**src/rtl/column_scheduler.sv**
```systemverilog
// Frame-level column sequencer: walks columns 0..NUM_COLS-1, fetches each camera-plane X
// from the registered camera-X ROM and hands one request at a time to the ray engine.
module column_scheduler #(
    parameter int NUM_COLS = 320,
    parameter int COL_W    = 9
) (
    input  logic             clk,
    input  logic             rst_n,
    input  logic             frame_start,
    output logic [COL_W-1:0] rom_addr,
    input  logic [15:0]      rom_data,
    output logic             ray_valid,
    input  logic             ray_ready,
    output logic [COL_W-1:0] ray_col,
    output logic [15:0]      ray_camerax,
    input  logic             col_done,
    output logic             busy,
    output logic             frame_done,
    output logic             overrun
);
    typedef enum logic [2:0] {IDLE, FETCH, ROMWAIT, ISSUE, WAITDONE} state_t;

    localparam logic [COL_W-1:0] LAST_COL = COL_W'(NUM_COLS - 1);

    state_t           state;
    state_t           state_nx;
    logic [COL_W-1:0] col;
    logic [COL_W-1:0] col_nx;
    logic [15:0]      camx_nx;
    logic             fd_nx;

    always_comb begin
        state_nx = state;
        col_nx   = col;
        camx_nx  = ray_camerax;
        fd_nx    = 1'b0;
        case (state)
            IDLE: begin
                if (frame_start) begin
                    col_nx   = '0;
                    state_nx = FETCH;
                end
            end
            FETCH: begin
                state_nx = ROMWAIT;
            end
            ROMWAIT: begin
                camx_nx  = rom_data;
                state_nx = ISSUE;
            end
            ISSUE: begin
                // ray_valid is registered high for the whole of ISSUE, so ready alone completes the handshake
                if (ray_ready) begin
                    state_nx = WAITDONE;
                end
            end
            WAITDONE: begin
                if (col_done) begin
                    if (col == LAST_COL) begin
                        fd_nx    = 1'b1;
                        state_nx = IDLE;
                    end else begin
                        col_nx   = col + COL_W'(1);
                        state_nx = FETCH;
                    end
                end
            end
            default: begin
                state_nx = IDLE;
            end
        endcase
    end

    // Outputs are registered from the next-state decode so no input reaches an output combinationally
    always_ff @(posedge clk or negedge rst_n) begin
        if (!rst_n) begin
            state       <= IDLE;
            col         <= '0;
            ray_camerax <= '0;
            ray_valid   <= 1'b0;
            busy        <= 1'b0;
            frame_done  <= 1'b0;
            overrun     <= 1'b0;
        end else begin
            state       <= state_nx;
            col         <= col_nx;
            ray_camerax <= camx_nx;
            ray_valid   <= (state_nx == ISSUE);
            busy        <= (state_nx != IDLE);
            frame_done  <= fd_nx;
            overrun     <= frame_start && (state != IDLE);
        end
    end

    assign rom_addr = col;
    assign ray_col  = col;

endmodule

```
**config.mk**
```make
export PLATFORM = sky130hd
export DESIGN_NAME = column_scheduler
export DESIGN_NICKNAME = d
export VERILOG_FILES = /design/src/rtl/column_scheduler.sv
export SDC_FILE = /design/constraint.sdc
export NUM_CORES = 1
export LEC_CHECK = 0
export ABC_AREA = 1
export ABC_CLOCK_PERIOD_IN_PS = 3500
export BUFFER_PORTS_ARGS = -buffer_cell sky130_fd_sc_hd__buf_2
export CAP_MARGIN = 20
export CORE_AREA = 5 5 70 72
export CTS_CLUSTER_SIZE = 40
export DETAILED_ROUTE_END_ITERATION = 8
export DIE_AREA = 0 0 75 77
export PLACE_DENSITY = 0.76
export SETUP_SLACK_MARGIN = 0.5
export SYNTH_ARGS = -nofsm -noshare
export SYNTH_HDL_FRONTEND = slang
export SYNTH_SLANG_ARGS = --single-unit
```
**constraint.sdc**
```tcl
create_clock -name clk -period 3.5 [get_ports clk]
set_clock_uncertainty 0.05 [all_clocks]
set_input_delay 0.525 -clock clk [delete_from_list [all_inputs] [get_ports clk]]
set_output_delay 0.525 -clock clk [all_outputs]
set_load 0.01 [all_outputs]
```
# ---- Yosys cells after proc, flatten, opt, wreduce, memory -nomap -nowiden
# Cells that the tools add are included.
dict set report totals {
  ff_bits 32
  input_bits 21
  output_inout_bits 38
}
dict set report classes {
  add_sub_neg 1
  eq_ne 9
  mux 12
  reduce_logical 6
}
# operator count
set op_table {}
lappend op_table {{9-bit 2-to-1 mux} 3}
lappend op_table {{9-bit one-hot mux with 2 select lines} 1}
lappend op_table {{3-bit one-hot mux with 5 select lines} 1}
lappend op_table {{9-bit by 1-bit adder with 9-bit output (second input constant)} 1}
lappend op_table {{3-bit by 2-bit equality test with 1-bit output (second input constant)} 3}
lappend op_table {{9-bit equality test (second input constant)} 1}
lappend op_table {{3-bit 2-to-1 mux} 3}
lappend op_table {{2-bit inequality test (second input constant)} 3}
lappend op_table {{3-bit nonzero test} 2}
lappend op_table {{1-bit 2-to-1 mux} 4}
lappend op_table {{4-bit AND reduction} 1}
lappend op_table {{3-bit by 1-bit equality test with 1-bit output (second input constant)} 1}
lappend op_table {{3-bit equality test (second input constant)} 1}
lappend op_table {{3-bit logical NOT} 1}
lappend op_table {{2-bit nonzero test} 1}
lappend op_table {{1-bit logical AND} 1}

# ---- Longest topological paths before layout
dict set report depth {
  depth_word 5
  mapped_depth 9
}

# ---- Worst setup path before layout
# Ideal clock, no wire load.
dict set report synth_timing {
  path_type {reg2reg}
  startpoint {register col[0] (netlist: ray_col[0])}
  endpoint {register col[5] (netlist: ray_col[5])}
  setup_ns 0.065
  arrival_time_ns 1.344
  slack_ns 2.041
  path_stages_with_launch 10
  synth_period_minus_slack_ns 1.459
  path_cell_list {dfrtp_1 -> ha_1 -> nand2_1 -> nor2_2 -> nand2_2 -> nand2_4 -> nand2_8 -> nand2_8 -> nand2_1 -> nand2_1}
}
dict set report synth_between {
  elab_chain_cells 4
  word_cells_on_any_way 7
  cone_classes {add/sub: 1; eq/ne: 2; mux: 3; reduce/logical: 1}
}
# element line_no
set synth_rtl {}
lappend synth_rtl {{from (decl)} 27} ;# logic [COL_W-1:0] col;
lappend synth_rtl {{from (signal assigned)} 86} ;# col <= col_nx;
lappend synth_rtl {{9-bit by 1-bit adder with 9-bit output} 63} ;# col_nx = col + COL_W'(1);
lappend synth_rtl {{9-bit 2-to-1 mux} 59} ;# if (col == LAST_COL) begin
lappend synth_rtl {{9-bit 2-to-1 mux} 58} ;# if (col_done) begin
lappend synth_rtl {{9-bit one-hot mux with 2 select lines} 37} ;# case (state)
# Parallel ways exist; a longest one is shown, timed or not. The select of a mux whose other input is x is not followed.
# A chain may end at the register's enable or synchronous reset.

# ---- Final worst setup path
# Same ends and word-level chain as after synthesis.

==> flow_summary.ini <==
[logic_synthesis]
syn_nets = 185
syn_avg_cell_area_um2 = 9.89
synth_edf_count = 0
yosysMostFrequentCell = nand2_1
synth_area_um2 = 1610
ys_seq_area_share_pct = 49.7
syn_inst = 163
synth_flop_cell = dfrtp_1
async_reset_ff_share_pct = 100
synth.top_cell.area_share_pct = 49.7
yosys.area.top_type = dfrtp_1
synth_cell_type_count = 23
synth.ff_latch_count = 32
synth_area_leaders = dfrtp_1, nand2_1, mux2_4, nand3_1, buf_4
yosys-top-cells-count = nand2_1, dfrtp_1, nor2_1
synth_warnings = 0

[clock_tree]
cts_buffers = 5
cts_tree = done
numClockSinks = 32
clock_latency_ns = 0.27
post-cts-setup-buffers = 0
root_buffer = clkbuf_8
clk_pin_slew_ns = 0.06
cts_max_path_buffers = 2
cts-resized-gates = 0
htreeDepth = 2
cts_hold_buf = 0

[power]
ir_drop_mv = 0.282
power_density_nw_per_um2 = 753
p_leak_uw = 0.00106

[floorplanning]
io_pins = 59
die_x_um = 75
initial_core_util_pct = 38.1
rows = 24
die_h_um = 77
fp.coreArea_um2 = 4230
die-area_um2 = 5780

[timing]
setup_violations = 0
slew-limit-headroom_pct = 52.9
fmax_mhz = 635
worst_pin_slew_ns = 0.706
tns_ns = 0
finalHoldViolations = 0
drv_slew = 0
grt_setup_unrepaired = false
layout_min_cycle_time_ns = 1.58
period_share_pct = 45.0

[layout]
final_area_um2 = 2000
area_delta_synth_final_pct = 23.8
drive_above_1_share_pct = 42.9
diodes = 0
multi_input_area_um2 = 684
fill_cells = 412
seq_area_um2 = 801
nNetsFinal = 240

[critical_path]
required_ns = 3.66
cp_top_family = simple AND/OR/NAND/NOR gates
crit_chain = ha_1 > nand2_1 > nor2_2 > nand2_2 > nand2_4 > nand2_8 > nand2_8 > nand2_1 > nand2_1
cp_data_arrival_time_ns = 1.74
slowest_stage = dfrtp_1
start_kind = flop
path_class = flop to flop
crit_path_max_incr_delay_ns = 0.45
crit_top_cell = nand2_1
end_kind = flop
critPathBufInv = 0
path_max_fanout = 9

[route]
drt-total-wl_mm = 3.40
drt-vias-per-instance = 4.46
dr.pass1.iters = 4
drtIter0Drc = 55
routedWlPerCell_um = 12.5
drc = 0
vias = 1209
ant_nets = 0

[status]
outcome = finished clean

[global_routing]
grt_max_degree = 33
grt_pass1_wl_mm = 5.55
grt_pass1_vias = 1143
grt_antenna_before_repair = 0
gr-usage-all-layers_pct = 12.3
gr-total-overflow = 0

[min_path]
hp-class = primary input to async pin

[flow_run]
drv_cap = 0

[placed_design]
place_area_um2 = 1890
port_buffers = 58
dp_hpwl_mm = 2.53
place_congestion = 0.847
[final cells by class]
cell class | count | area share, %
Tap cell | 52 | 3.26
Inverter | 13 | 2.44
Clock inverter | 2 | 1.75
Sequential cell | 32 | 40.1
Clock buffer | 6 | 3.63
Timing Repair Buffer | 58 | 14.5
Multi-Input combinational cell | 108 | 34.3
[worst reg2reg max path, stage by stage, from the launching register on]
cell	delay, ns
dfrtp_1	0.45
ha_1	0.23
nand2_1	0.12
nor2_2	0.16
nand2_2	0.10
nand2_4	0.10
nand2_8	0.08
nand2_8	0.10
nand2_1	0.05
nand2_1	0.07
[layer usage]
layer	track usage, %	share of wire [%]	vias to the layer above
li1	-	-	620
met1	16.5	45	556
met2	19.3	49	30
met3	3.53	4.9	3
met4	3.20	0.76	0
met5	0	0	-
[layout by cell type, fill, tap and decap left out]
cell type / Yosys / routed
buf_2: 0 / 58
nand2_1: 42 / 42
dfrtp_1: 32 / 32
nor2_1: 17 / 17
nand3_1: 15 / 15
mux2_4: 10 / 10
inv_1: 9 / 9
mux2_2: 6 / 6
clkbuf_8: 0 / 5
inv_2: 4 / 4
nand3_2: 2 / 2
nand2_4: 2 / 2
nor3_1: 2 / 2
nand2_8: 2 / 2
xor2_1: 2 / 2
and3_1: 1 / 1
o21ai_2: 1 / 1
o21ai_0: 1 / 1
nor2_2: 1 / 1
nand2_2: 1 / 1
o21bai_1: 1 / 1
nor3b_1: 1 / 1
ha_1: 1 / 1
bufinv_16: 0 / 1
clkinv_2: 0 / 1
clkbuf_1: 0 / 1
[report_power, final]
part           internal, uW  switching [uW]
clock network           211             128
logic                   304             294
registers               499            68.2
[through the flow]
stage | power, uW | hold WS, ns | worst slack [ns] | util (%) | instances
finish | 1500 | 0.248 | 1.92 | 47.2 | 271
global placement | 1160 | 0.433 | 1.95 | 44.6 | 263
global route | 1610 | 0.316 | 1.79 | 47.2 | 271
floorplan | 998 | 0.179 | 2.04 | - | 163
CTS | 1530 | 0.272 | 1.91 | 47.2 | 271
detailed placement | 1180 | 0.437 | 1.93 | 44.6 | 263
[cells by family after synthesis]
| family | after synthesis | share of synthesized area [%] |
|---|---|---|
| xor+xnor | 2 | 1.09 |
| fa+ha+maj | 1 | 0.776 |
| mux | 16 | 13.5 |
| flops | 32 | 49.7 |
| compound gates | 3 | 1.32 |
| buf+inv | 23 | 7.91 |
| simple gates | 86 | 25.8 |
[registers in the layout (all words and copies together) (netlist names)]
signal,flops
overrun,1
ray_camerax,16
frame_done,1
state,3
ray_valid,1
ray_col,9
busy,1
[worst paths after layout]
kind,slack [ns],from,cells past startpoint,end
worst max register to register,1.92,ray_col[0],9,ray_col[5]
max in group asynchronous,2.70,rst_n,1,ray_camerax[5]
worst min register to register,0.45,ray_camerax[6],1,ray_camerax[6]
min in group clk,0.42,frame_start,3,overrun
worst max-delay path,1.92,ray_col[0],9,ray_col[5]
worst min-delay path,0.25,rst_n,1,ray_col[8]
Power figures use the tool's default switching activity.
